### src/rtl/spart_pkg.sv
// Shared types and constants for the parametrised SPART receiver.
package spart_pkg;

    typedef enum logic [2:0] {
        S_IDLE,
        S_START,
        S_DATA,
        S_PARITY,
        S_STOP
    } rx_state_e;

    localparam logic [1:0] PAR_NONE = 2'b00;
    localparam logic [1:0] PAR_EVEN = 2'b01;
    localparam logic [1:0] PAR_ODD  = 2'b10;

    function automatic int unsigned clog2(input int unsigned v);
        int unsigned r;
        r = 0;
        while ((32'd1 << r) < v) r++;
        return r;
    endfunction

endpackage

### src/rtl/spart_rx_fifo.sv
// Generic DEPTH x WIDTH synchronous FIFO; head reads as zero when empty.
module spart_rx_fifo
    import spart_pkg::*;
#(
    parameter int unsigned WIDTH = 10,
    parameter int unsigned DEPTH = 4
) (
    input  logic             clk,
    input  logic             rst_n,
    input  logic             push,
    input  logic             pop,
    input  logic [WIDTH-1:0] wdata,
    output logic [WIDTH-1:0] rdata,
    output logic             full,
    output logic             empty
);

    localparam int unsigned AW = clog2(DEPTH);
    localparam int unsigned CW = AW + 1;

    logic [WIDTH-1:0] mem [DEPTH];
    logic [AW-1:0]    wr_ptr;
    logic [AW-1:0]    rd_ptr;
    logic [CW-1:0]    count;
    logic             do_push;
    logic             do_pop;

    assign full    = (count == CW'(DEPTH));
    assign empty   = (count == '0);
    assign do_pop  = pop && !empty;
    // A pop frees the slot in the same cycle, so a full FIFO can still accept.
    assign do_push = push && (!full || do_pop);
    assign rdata   = empty ? '0 : mem[rd_ptr];

    always_ff @(posedge clk or negedge rst_n) begin
        if (!rst_n) begin
            wr_ptr <= '0;
            rd_ptr <= '0;
            count  <= '0;
        end else begin
            if (do_push) wr_ptr <= wr_ptr + AW'(1);
            if (do_pop)  rd_ptr <= rd_ptr + AW'(1);
            count <= count + CW'(do_push) - CW'(do_pop);
        end
    end

    always_ff @(posedge clk) begin
        if (do_push) mem[wr_ptr] <= wdata;
    end

endmodule

### src/rtl/spart_rx_gen.sv
// Oversampling SPART receiver: majority-voted bits, optional parity, 1/2 stop bits, frame FIFO.
module spart_rx_gen
    import spart_pkg::*;
#(
    parameter int unsigned DATA_W     = 8,
    parameter int unsigned OVERSAMPLE = 16,
    parameter int unsigned DEPTH      = 4
) (
    input  logic              clk,
    input  logic              rst,
    input  logic              en,
    input  logic              RxD,
    input  logic [1:0]        parity_cfg,
    input  logic              stop2,
    input  logic              rd_rx,
    output logic [DATA_W-1:0] RxD_data,
    output logic              RDA,
    output logic              frame_err,
    output logic              parity_err,
    output logic              overrun
);

    localparam int unsigned TW = clog2(OVERSAMPLE);
    localparam int unsigned BW = clog2(DATA_W);
    localparam int unsigned M  = OVERSAMPLE / 2;
    localparam int unsigned FW = DATA_W + 2;

    rx_state_e         state, next_state;
    logic              rx_meta, rxs;
    logic [TW-1:0]     tcnt;
    logic [BW-1:0]     bitcnt;
    logic              s_a, s_b;
    logic [DATA_W-1:0] shreg;
    logic              fe, par;
    logic [1:0]        cfg_l;
    logic              stop2_l;

    logic              tick_mid_c, tick_end_c, vote_c, last_bit_c, last_stop_c, par_en_c;
    logic              par_bad_c, push_c, pop_c, drop_c, full_c, empty_c;
    logic [FW-1:0]     head_c;

    always_ff @(posedge clk or negedge rst) begin
        if (!rst) begin
            rx_meta <= 1'b1;
            rxs     <= 1'b1;
        end else begin
            rx_meta <= RxD;
            rxs     <= rx_meta;
        end
    end

    assign tick_mid_c  = en && (tcnt == TW'(M + 1));
    assign tick_end_c  = en && (tcnt == TW'(OVERSAMPLE - 1));
    assign vote_c      = (s_a & s_b) | (s_a & rxs) | (s_b & rxs);
    assign last_bit_c  = (bitcnt == BW'(DATA_W - 1));
    assign last_stop_c = stop2_l ? (bitcnt == BW'(1)) : 1'b1;
    assign par_en_c    = (cfg_l == PAR_EVEN) || (cfg_l == PAR_ODD);
    assign par_bad_c   = (^{shreg, vote_c}) ^ (cfg_l == PAR_ODD);

    always_ff @(posedge clk or negedge rst) begin
        if (!rst) state <= S_IDLE;
        else      state <= next_state;
    end

    always_comb begin
        next_state = state;
        push_c     = 1'b0;
        case (state)
            S_IDLE:   if (en && !rxs) next_state = S_START;
            S_START: begin
                if (tick_mid_c && vote_c) next_state = S_IDLE;
                else if (tick_end_c)      next_state = S_DATA;
            end
            S_DATA:   if (tick_end_c && last_bit_c) next_state = par_en_c ? S_PARITY : S_STOP;
            S_PARITY: if (tick_end_c) next_state = S_STOP;
            // Leave at the final mid-sample so the next start edge is caught early.
            S_STOP: begin
                if (tick_mid_c && last_stop_c) begin
                    next_state = S_IDLE;
                    push_c     = 1'b1;
                end
            end
            default:  next_state = S_IDLE;
        endcase
    end

    always_ff @(posedge clk or negedge rst) begin
        if (!rst) begin
            tcnt    <= '0;
            bitcnt  <= '0;
            s_a     <= 1'b1;
            s_b     <= 1'b1;
            shreg   <= '0;
            fe      <= 1'b0;
            par     <= 1'b0;
            cfg_l   <= PAR_NONE;
            stop2_l <= 1'b0;
        end else if (state == S_IDLE) begin
            if (en && !rxs) begin
                tcnt    <= '0;
                bitcnt  <= '0;
                fe      <= 1'b0;
                par     <= 1'b0;
                cfg_l   <= parity_cfg;
                stop2_l <= stop2;
            end
        end else if (en) begin
            tcnt <= tick_end_c ? '0 : tcnt + TW'(1);
            if (tcnt == TW'(M - 1)) s_a <= rxs;
            if (tcnt == TW'(M))     s_b <= rxs;
            if (tick_mid_c) begin
                case (state)
                    S_DATA:   shreg <= {vote_c, shreg[DATA_W-1:1]};
                    S_PARITY: par   <= par_bad_c;
                    S_STOP:   if (!vote_c) fe <= 1'b1;
                    default:  ;
                endcase
            end
            if (tick_end_c) begin
                case (state)
                    S_DATA:   bitcnt <= last_bit_c ? '0 : bitcnt + BW'(1);
                    S_STOP:   bitcnt <= bitcnt + BW'(1);
                    default:  bitcnt <= '0;
                endcase
            end
        end
    end

    assign pop_c  = rd_rx && !empty_c;
    assign drop_c = push_c && full_c && !pop_c;

    spart_rx_fifo #(
        .WIDTH (FW),
        .DEPTH (DEPTH)
    ) u_fifo (
        .clk   (clk),
        .rst_n (rst),
        .push  (push_c),
        .pop   (pop_c),
        .wdata ({fe | ~vote_c, par, shreg}),
        .rdata (head_c),
        .full  (full_c),
        .empty (empty_c)
    );

    // Sticky drop flag; a drop in the same cycle as a read wins.
    always_ff @(posedge clk or negedge rst) begin
        if (!rst)        overrun <= 1'b0;
        else if (drop_c) overrun <= 1'b1;
        else if (pop_c)  overrun <= 1'b0;
    end

    assign RxD_data   = head_c[DATA_W-1:0];
    assign parity_err = head_c[DATA_W];
    assign frame_err  = head_c[DATA_W+1];
    assign RDA        = !empty_c;

endmodule
### config.mk
export PLATFORM = sky130hd
export DESIGN_NAME = spart_rx_gen
export DESIGN_NICKNAME = d
export VERILOG_FILES = /design/src/rtl/spart_pkg.sv /design/src/rtl/spart_rx_fifo.sv /design/src/rtl/spart_rx_gen.sv
export SDC_FILE = /design/constraint.sdc
export NUM_CORES = 1
export LEC_CHECK = 0
export BUFFER_PORTS_ARGS = -buffer_cell sky130_fd_sc_hd__buf_2
export CORE_MARGIN = 2
export CORE_UTILIZATION = 54
export CTS_CLUSTER_DIAMETER = 30
export CTS_CLUSTER_SIZE = 40
export DETAILED_ROUTE_END_ITERATION = 10
export PLACE_DENSITY = 0.81
export REMOVE_ABC_BUFFERS = 1
export SLEW_MARGIN = 10
export SYNTH_ARGS = -nofsm -noshare
export SYNTH_HDL_FRONTEND = slang
export SYNTH_HIERARCHICAL = 1
export SYNTH_SLANG_ARGS = --single-unit
### constraint.sdc
create_clock -name clk -period 2.7 [get_ports clk]
set_input_delay 0.135 -clock clk [delete_from_list [all_inputs] [get_ports clk]]
set_output_delay 0.135 -clock clk [all_outputs]
set_load 0.02 [all_outputs]
* Word-level counts from Yosys, hierarchy flattened
Memory sizes are Yosys's and may differ from the RTL's.
Cells that the tools add are included.
** Word-level totals
- Output and inout bits :: 12
- ROM bits :: 0
- Latch bits :: 0
- Memories kept :: 1
- Bits in writable memories :: 40
- Flip-flop bits (word level) :: 35
- Logic and storage cells :: 122
** Cells by class
- Muxes and demuxes :: 36
- Add/sub/neg operators :: 6
- Eq/ne operators :: 19
- Reductions and logical operators :: 35
- Div/mod/pow operators :: 0
- Multiply operators :: 0
- $lt $le $gt $ge :: 0
- Shift-type cells :: 0
- Bitwise gates (word level) :: 9
** Memory list
- u_fifo.mem :: depth 4, bits a word 10, rd ports 1, clocked after memory_dff 0, write ports 1, RTL line spart_rx_fifo.sv:21 : logic [WIDTH-1:0] mem [DEPTH];
** Operator list (count)
- 3-bit 2-to-1 mux :: 12
- 1-bit 2-to-1 mux :: 17
- 4-bit 2-to-1 mux :: 4
- 3-bit case mux with 5 select lines :: 1
- 4-bit equality test, second input constant :: 3
- 2-bit nonzero test :: 6
- 1-bit logical AND :: 11
- 10-bit 2-to-1 mux :: 1
- 5-bit AND reduction :: 2
- 3-bit equality test, second input constant :: 3
- 3-bit AND reduction :: 3
- 9-bit XOR reduction :: 1
- 2-bit != test, second input constant :: 4
- 4-bit AND reduction :: 2
- 3-bit by 1-bit equality test with 1-bit output, second input constant :: 2
- 3-bit by 2-bit equality test with 1-bit output, second input constant :: 2
- 3-bit logical NOT :: 2
- 3-bit case mux with 2 select lines :: 1
- 2-bit by 1-bit adder with 2-bit output, second input constant :: 2
- 4-bit by 1-bit adder with 4-bit output, second input constant :: 1
- 4-bit by 3-bit equality test with 1-bit output, second input constant :: 1
- 1-bit logical NOT :: 4
- 2-bit AND reduction :: 2
- 3-bit by 1-bit adder with 3-bit output :: 1
- other kinds (11) :: 17

* Logic depth before layout (Yosys ltp)
Gate-level depths: netlist (run 1).
- Word-level depth :: 9
- Depth in mapped cells :: 12
- Mapped depth without buffers :: 12

* Modules after synthesis
Netlist (run 1), hierarchy kept.
** Modules (own cells, without submodules)
- spart_rx_fifo :: sequential area each 1376.3 um2, cells an instance 100, area each 1931.9 um2, instances 1
- spart_rx_gen :: sequential area each 705.7 um2, cells an instance 141, area each 1500.2 um2, instances 1

* Least setup slack after synthesis (run 1)
OpenSTA, ideal clock, no wires.
- Kind :: register -> register
- Start :: register tcnt[1]
- End :: register u_fifo.count[2]
- Period minus slack after synthesis :: 2.605 ns
- Setup time :: 0.125 ns
- Buffers on the path :: 0
- Cell stages (with the launch flop) :: 12
- Data arrival time :: 2.481 ns
- Data required time :: 2.575 ns
- Slack :: 0.095 ns
- Cells stage by stage :: dfrtp_1 > inv_1 > ha_1 > nand4b_1 > nor4b_1 > o21ai_0 > mux2i_1 > ha_1 > inv_1 > fa_1 > xnor2_1 > xnor2_1
** On the way
- Longest elaborated chain between the ends :: 8
** RTL lines
- start, declared :: RTL line spart_rx_gen.sv:30 : logic [TW-1:0] tcnt;
- start signal, assigned :: RTL line spart_rx_gen.sv:108 : tcnt <= tick_end_c ? '0 : tcnt + TW'(1);
- 4-bit equality test :: RTL line spart_rx_gen.sv:52 : assign tick_mid_c = en && (tcnt == TW'(M + 1));
- 1-bit logical AND :: RTL line spart_rx_gen.sv:52
- 1-bit logical AND :: RTL line spart_rx_gen.sv:78 : if (tick_mid_c && last_stop_c) begin
- 1-bit 2-to-1 mux :: RTL line spart_rx_gen.sv:78
- 1-bit 2-to-1 mux :: RTL line spart_rx_gen.sv:68 : case (state)
- net push_c :: RTL line spart_rx_gen.sv:39 : logic par_bad_c, push_c, pop_c, drop_c, full_c, empty_c;
- 1-bit logical AND :: RTL line spart_rx_fifo.sv:32 : assign do_push = push && (!full || do_pop);
- 3-bit by 1-bit adder with 3-bit output :: RTL line spart_rx_fifo.sv:43 : count <= count + CW'(do_push) - CW'(do_pop);
- 3-bit by 1-bit subtractor with 3-bit output :: RTL line spart_rx_fifo.sv:43
- end signal, assigned :: RTL line spart_rx_fifo.sv:43
- end, declared :: RTL line spart_rx_fifo.sv:24 : logic [CW-1:0] count;
The timed path passes the listed nets, and every way through them passes these cells.
A chain may end at the register's enable or synchronous reset.

* Final worst setup path (run 1)
Ends and elaborated chain as after synthesis.

==> results of run 1 <==
-- state kept, by name, summed over array words and instances (netlist names), 2 cells and up --
signal,flops
tcnt,4
u_fifo/wr_ptr,2
u_fifo/count,3
u_fifo/rd_ptr,2
bitcnt,3
state,3
cfg_l,2
shreg,8
u_fifo/mem,40
-- power breakdown --
group | switching (mW) | total [mW] | leakage (nW) | internal (mW)
sequential | 0.233 | 1.62 | 0.870 | 1.39
clock | 0.408 | 0.835 | 0.0866 | 0.427
combinational | 0.551 | 1.10 | 0.690 | 0.552
total | 1.19 | 3.56 | 1.65 | 2.37
-- logic make-up after synthesis --
group / share of synthesized area (%)
flops: 60.7
xor+xnor: 3.57
buf+inv: 2.92
compound gates: 4.74
mux: 12.8
fa+ha+maj: 5.25
simple gates: 10.1
-- final timing paths --
check / to / slack [ns] / start
worst max-delay path: u_fifo/count[2] / 0.14 / tcnt[1]
worst min-delay path: cfg_l[1] / 0.02 / parity_cfg[1]
worst max register to register: u_fifo/count[2] / 0.14 / tcnt[1]
worst min register to register: rxs / 0.36 / rx_meta
max in group asynchronous: tcnt[0] / 1.72 / rst
min in group asynchronous: tcnt[1] / 0.42 / rst
-- metrics by stage --
step	total power [mW]	std cells	instance area (µm²)	worst slack, ns	hold slack, ns
after global routing	3.79	352	3860	0.0302	0.00810
after floorplan	2.39	232	3390	-0.0525	-0.161
final	3.56	352	3860	0.139	0.0201
after detailed placement	2.70	333	3620	0.0823	0.242
after global placement	2.66	333	3620	0.216	0.241
after CTS	3.54	351	3830	0.0619	0.00340
-- layout by cell type, fill, tap and decap left out, drive strengths merged, types with 4 or more instances in the layout --
| cell type | count |
|---|---|
| nor2b | 12 |
| nor3 | 6 |
| ha | 12 |
| o21ai | 9 |
| edfxtp | 40 |
| xnor2 | 11 |
| dfstp | 4 |
| nand2 | 18 |
| inv | 16 |
| mux2 | 15 |
| dfrtp | 31 |
| buf | 25 |
| nor2 | 6 |
| and2 | 4 |
| a21oi | 4 |
| clkbuf | 10 |
| mux4 | 10 |
-- critical path, delay by kind of cell, from the launching register on --
| family | cells | cell delay (ns) |
|---|---|---|
| DFF | 1 | 0.40 |
| buffers and inverters | 2 | 0.14 |
| AOI/OAI and AO/OA | 1 | 0.11 |
| adders and majority gates | 3 | 0.72 |
| muxes | 1 | 0.18 |
| and+or+nand+nor | 2 | 0.61 |
| xor gates and xnor gates | 2 | 0.33 |
-- layer usage --
| layer | up-vias | global-route usage [%] |
|---|---|---|
| met5 | - | 0 |
| met2 | 46 | 27.8 |
| met4 | 0 | 8.21 |
| met3 | 13 | 4.95 |
| met1 | 1004 | 22.5 |
| li1 | 926 | - |
-- layout make-up --
cell class / instances / area, µm²
inverter: 15 / 56.3
multi-input combinational: 142 / 1270
tap: 77 / 96.3
clock buffer: 10 / 128
timing repair buffer: 27 / 160
clock inverter: 6 / 65.1
fill: 467 / 2380
sequential: 75 / 2080
-- repair_timing --
| item | in CTS | in global routing |
|---|---|---|
| setup buffers | 0 | 1 |
| endpoints found under the setup margin | 0 | 2 |
| hold buffers | 2 | 0 |
| endpoints found under the hold margin | 32 | 0 |
| resized for setup | 0 | 7 |
==> results.tsv, run 1 <==
stage	metric	value	unit
run_status	status	finished clean	
die	Die W	83.7	µm
worst_hold_path	Hold Crit Depth	2	
timing	Final Hold Viols	0	
worst_setup_path	Worst Setup Path Type	reg2reg	
grt	GRT Total Usage	17.5	%
worst_setup_path	Worst Path Max Fanout	3	
cts	clock-pin slew on the worst setup and hold paths	0.08	ns
run	max_cap viols	0	
grt	vias in the first global route	1994	
synthesis	most common cell in the netlist	edfxtp_1	
placement	Post-DP HPWL	3710	µm
synthesis	top cells by area, synth	edfxtp_1 (35%), dfrtp_1 (23%), mux4_2 (6.6%), ha_1 (4.4%), mux2_2 (3.6%)	
routing	routed wl met2	2880	µm
timing	max-slew violations	0	
worst_setup_path	CP cell instances	inv_1, ha_2, nand4b_1, nor4b_2, o21ai_1, mux2i_1, ha_2, inv_1, fa_2, xnor2_2, xnor2_1	
timing	final setup violation count	0	
die	initial core utilization	55.0	%
routing	wire per inst	15.9	µm
pwr	Cell Pwr Density	923	mW/mm²
timing	setup tns final	0	ns
finish	Finished Core Util	61.8	%
routing	Met3 Wirelength	269	µm
routing	Detail Route Antenna Nets	0	
die	Placeable Area	0.00624	mm²
worst_hold_path	Hold Path Class	in2reg	
timing	maximum clock frequency	390	MHz
synthesis	YS warnings	6	
placement	port buffer count	19	
synthesis	post-synthesis cell area	0.00343	mm²
die	FP Rows	29	
synthesis	largest area contributor in the netlist	edfxtp_1	
grt	pin count of the biggest net entering global routing	36	
pwr	Leak	1.65	nW
worst_setup_path	FF-to-FF path depth	11	
synthesis	Post-synth EDFFs	40	
cts	clock tree sinks	75	
timing	RSZ-0062 raised after global routing	false	
finish	antenna cells	0	
grt	first-pass GRT wire length	9410	µm
timing	Clock Skews	0.0112	ns
grt	GR Overflow Total	0	
routing	post-DR vias/cell	5.65	
die	die area	0.00701	mm²
synthesis	Yosys top cell area share	35.0	%
worst_setup_path	crit end category	register	
grt	initial antenna violation count	0	
synthesis	sequential share of the synthesized area	60.7	%
worst_setup_path	Slowest cell on crit path	dfrtp_1	
synthesis	synthesized flop and latch total	75	
worst_setup_path	crit path DAT	2.82	ns
placement	placer congestion estimate	0.866	
worst_setup_path	CP max stage delay	0.40	ns
cts	CTS tree	done	
routing	WL met1	2340	µm
routing	total number of vias	1989	
cts	CTS max path bufs	2	
routing	top routing layer in use	met4	
synthesis	Distinct cells, synth	47	
finish	layout cells sized above 1	29.5	%
cts	total CTS buffers	9	
worst_setup_path	type of origin of the critical path	register	
synthesis	Avg Inst Size Synth	14.2	µm²
synthesis	top cells by count, synth	edfxtp_1 (40), dfrtp_1 (31), nand2_1 (18)	
pwr	VDD IR max	650	µV
cts	CTS HTree Levels	3	
die	Die Y	83.7	µm
worst_setup_path	critical path required time	2.96	ns
synthesis	Async SR Flop Fraction	46.7	%
synthesis	top_reg_cell synth	edfxtp_1	
routing	Initial DRT Pass Iterations	4	
die	I/O pin count	20	
routing	WL final	5610	µm
timing	crit share post-route	94.9	%
cts	root buffer cell	clkbuf_8	
cts	worst skew pair latency	0.35	ns
timing	slew of the pin with the lowest slew margin	0.833	ns
routing	DR DRC count	0	
synthesis	Post-Synthesis Cells	241	
timing	min cycle time layout	2.56	ns
finish	final net count	291	
finish	area grow syn2layout	12.5	%
routing	drt initial violations	152	
timing	Slew HR	44.5	%
(Power assumes the default switching activity.)
==> run 2, diff against run 1 <==
--- a/config.mk
+++ b/config.mk
@@ -7,14 +7,13 @@
 export LEC_CHECK = 0
 export BUFFER_PORTS_ARGS = -buffer_cell sky130_fd_sc_hd__buf_2
 export CORE_MARGIN = 2
-export CORE_UTILIZATION = 54
+export CORE_UTILIZATION = 40
 export CTS_CLUSTER_DIAMETER = 30
 export CTS_CLUSTER_SIZE = 40
 export DETAILED_ROUTE_END_ITERATION = 10
-export PLACE_DENSITY = 0.81
+export PLACE_DENSITY = 0.64
 export REMOVE_ABC_BUFFERS = 1
 export SLEW_MARGIN = 10
 export SYNTH_ARGS = -nofsm -noshare
 export SYNTH_HDL_FRONTEND = slang
-export SYNTH_HIERARCHICAL = 1
 export SYNTH_SLANG_ARGS = --single-unit
==> run 2 against run 1 <==
Effect of this change: register-to-register slack improved by 0.19 ns; count of clock-buffer cells in the layout increased by 1; design area increased by 0.68%; critical path type unchanged; largest cell class unchanged.
==> results.tsv, run 2 <==
stage	metric	value	unit	change
grt	pin count of the biggest net entering global routing	36		unchanged
finish	final net count	282		-3.1%
cts	clock-pin slew on the worst setup and hold paths	0.08	ns	about the same
timing	setup tns final	0	ns	unchanged
worst_setup_path	crit end category	register		
synthesis	Avg Inst Size Synth	15.0	µm²	+5.6%
placement	port buffer count	19		unchanged
grt	GR Overflow Total	0		unchanged
timing	slew of the pin with the lowest slew margin	0.806	ns	-0.0268 ns
timing	maximum clock frequency	422	MHz	+8.1%
timing	final setup margin	0.330	ns	+0.191 ns
placement	placer congestion estimate	0.795		-8.2%
pwr	VDD IR max	505	µV	-22%
die	I/O pin count	20		unchanged
die	die area	0.00929	mm²	+33%
grt	vias in the first global route	1886		-5.4%
run_status	status	finished clean		
synthesis	post-synthesis adder-cell area fraction	5.64	%	+0.39 points
synthesis	Async SR Flop Fraction	46.7	%	unchanged
synthesis	post-synthesis compound-gate area fraction	4.62	%	-0.12 points
routing	Detail Route Antenna Nets	0		unchanged
synthesis	Simple-Gate Fraction of Synth Area	10.0	%	-0.058 points
grt	first-pass GRT wire length	9360	µm	-0.58%
cts	post-cts hold buffer count	2		unchanged
cts	CTS max path bufs	2		unchanged
timing	max-slew violations	0		unchanged
synthesis	sequential share of the synthesized area	61.0	%	+0.31 points
synthesis	top cells by area, synth	edfxtp_1 (35%), dfrtp_1 (23%), mux4_2 (6.6%), ha_1 (4.8%), mux2_2 (3.6%)		
worst_setup_path	CP max stage delay	0.43	ns	+0.03 ns
grt	initial antenna violation count	0		unchanged
finish	FILL cells	741		+59%
synthesis	post-synthesis cell area	0.00341	mm²	-0.51%
placement	Post-DP Area	0.00366	mm²	+1.3%
synthesis	largest family of logic cells by synthesized area	multiplexers		
routing	Initial DRT Pass Iterations	4		unchanged
synthesis	synthesized flop and latch total	75		unchanged
routing	drt initial violations	127		-16%
cts	clock tree sinks	75		unchanged
die	FP Rows	33		+14%
routing	post-DR vias/cell	5.00		-11%
worst_setup_path	crit path DAT	2.64	ns	-0.18 ns
pwr	switching share of total power	32.3	%	-1.2 points
finish	Largest Register	u_fifo.mem		
die	Die W	96.4	µm	+15%
worst_setup_path	Worst Path Max Fanout	6		+3
pwr	Clock Power Share	25.3	%	+1.9 points
routing	total number of vias	1851		-6.9%
synthesis	top_reg_cell synth	edfxtp_1		
worst_setup_path	type of origin of the critical path	register		
placement	Post-DP HPWL	3820	µm	+3.1%
die	Placeable Area	0.00826	mm²	+32%
placement	pre-CTS setup slack	0.333	ns	+0.251 ns
worst_setup_path	Top Family by Delay on Critical Path	adder cells		
worst_setup_path	CP cell instances	inv_1, ha_1, nand4b_4, or3_4, nor3_2, ha_1, inv_1, fa_1, xnor2_1, xnor2_1		
worst_setup_path	critical path required time	2.97	ns	about the same
die	initial core utilization	41.3	%	-14 points
finish	fin area	0.00389	mm²	+0.68%
synthesis	Post-Synthesis Cells	227		-5.8%
finish	Largest regs	u_fifo.mem x40, shreg x8, tcnt x4		
pwr	total power	3.45	mW	-3.0%
finish	max reg flops	40		unchanged
cts	post-CTS setup buffers	0		unchanged
routing	WL final	5640	µm	+0.50%
worst_setup_path	Slowest cell on crit path	dfrtp_1		
worst_setup_path	worst setup path startpoint	tcnt[1]		
timing	Slew HR	46.2	%	+1.8 points
finish	most frequent cells in the layout	edfxtp_1 (40), dfrtp_1 (31), buf_2 (19)		
synthesis	top cells by count, synth	edfxtp_1 (40), dfrtp_1 (31), and2_1 (15), inv_1 (15), ha_1 (13)		
pwr	Cell Pwr Density	889	mW/mm²	-3.7%
cts	total CTS buffers	9		unchanged
grt	GRT Total Usage	13.7	%	-3.8 points
synthesis	Post-synth EDFFs	40		unchanged
timing	RSZ-0062 raised after global routing	false		
timing	Final Hold Viols	0		unchanged
timing	min cycle time layout	2.37	ns	-0.191 ns
synthesis	multiplexer share of the synthesized area	12.3	%	-0.52 points
pwr	Internal	2.34	mW	-1.3%
synthesis	most common cell in the netlist	edfxtp_1		
cts	worst skew pair latency	0.34	ns	about the same
synthesis	YS warnings	0		-6
timing	crit share post-route	87.8	%	-7.1 points
worst_setup_path	Worst Setup Path Type	reg2reg		
worst_hold_path	HP Start	stop2		
worst_setup_path	sum of buffers and inverters on the critical path	2		unchanged
die	Die Y	96.4	µm	+15%
synthesis	Distinct cells, synth	43		-8.5%
cts	root buffer cell	clkbuf_8		
finish	layout cells sized above 1	29.1	%	-0.40 points
worst_setup_path	Critical R2R Launch	tcnt[1]		
pwr	sw power	1.11	mW	-6.5%
synthesis	Yosys top cell area share	35.2	%	+0.18 points
cts	CTS tree	done		
run	max_cap viols	0		unchanged
finish	area grow syn2layout	13.8	%	
timing	Clock Skews	0.00691	ns	-0.00427 ns
pwr	part of the power in registers	45.4	%	-0.2 points
timing	final setup violation count	0		unchanged
routing	DR DRC count	0		unchanged
worst_hold_path	Hold Path Class	in2reg		
pwr	Combinational Power Share	29.2	%	-1.8 points
finish	antenna cells	0		unchanged
finish	most common library cell in the layout ignoring fill and taps	edfxtp_1		
pwr	Leak	1.62	nW	-1.9%
cts	CTS HTree Levels	3		unchanged
synthesis	Post-Synth XOR/XNOR Area	3.74	%	+0.16 points
cts	cts repair resizes	0		unchanged
routing	wire per inst	15.2	µm	-4.4%
synthesis	largest area contributor in the netlist	edfxtp_1		
==> run 2: cell count changes after synthesis, sizes merged, moves of 3 or more <==
cell,change
and2,+11
nand2,-10
nor2b,-12
nor3,-4
o21ai,-3
xor2,-3
==> run 2: path summary, 6_finish.rpt <==
path	end	slack, ns	depth (start not counted)
max in group asynchronous	shreg[1]	1.77	2
min	stop2_l	0.02	2
min in group asynchronous	bitcnt[1]	0.42	2
max reg2reg	u_fifo.count[2]	0.33	10
max	u_fifo.count[2]	0.33	10
min reg2reg	rxs	0.36	0
==> run 2: cells by family after synthesis <==
family / after synthesis
AOI/OAI and AO/OA: 23
buffers and inverters: 22
and+or+nand+nor: 53
muxes: 26
xor gates and xnor gates: 13
DFF: 75
adders and majority gates: 15
==> run 2: metrics by stage <==
step                instances  hold slack [ns]  utilization [%]
global route              370          0.00484             47.1
global placement          352            0.243             44.4
detailed placement        352            0.245             44.4
CTS                       370          0.00837             47.1
floorplan                 220           -0.161                -
finish                    370           0.0202             47.1
==> run 2: worst register-to-register path: cells and delay by family, from the launching register on <==
| kind | cells | cell delay (ns) |
|---|---|---|
| adders and majority gates | 3 | 0.73 |
| and+or+nand+nor | 3 | 0.68 |
| buffers and inverters | 2 | 0.13 |
| xor gates and xnor gates | 2 | 0.32 |
| DFF | 1 | 0.43 |
==> run 2: layout make-up <==
type	count	area, µm²	area share (%)
Sequential cell	75	2080	53.6
Multi-Input combinational cell	130	1240	31.9
Clock inverter	5	61.3	1.58
Timing Repair Buffer	29	175	4.51
Inverter	15	56.3	1.45
Clock buffer	11	141	3.64
Tap cell	105	131	3.38
==> run 2: power groups by stage <==
| stage | combinational (mW) | sequential [mW] | clock, mW |
|---|---|---|---|
| 2_1_floorplan | 0.766 | 1.55 | 0 |
| 3_3_place_gp | 1.01 | 1.59 | 0 |
| 3_5_place_dp | 1.03 | 1.59 | 0 |
| 4_1_cts | 1.04 | 1.57 | 0.899 |
| 5_1_grt | 1.14 | 1.60 | 0.952 |
| 6_report | 1.01 | 1.57 | 0.875 |
==> run 2: per-layer routing <==
metal,up-vias,global-route usage (%),wire length [µm]
li1,899,-,-
met1,913,18.1,2730
met2,31,21.9,2660
met3,8,3.26,173
met4,0,5.63,74
met5,-,0,0
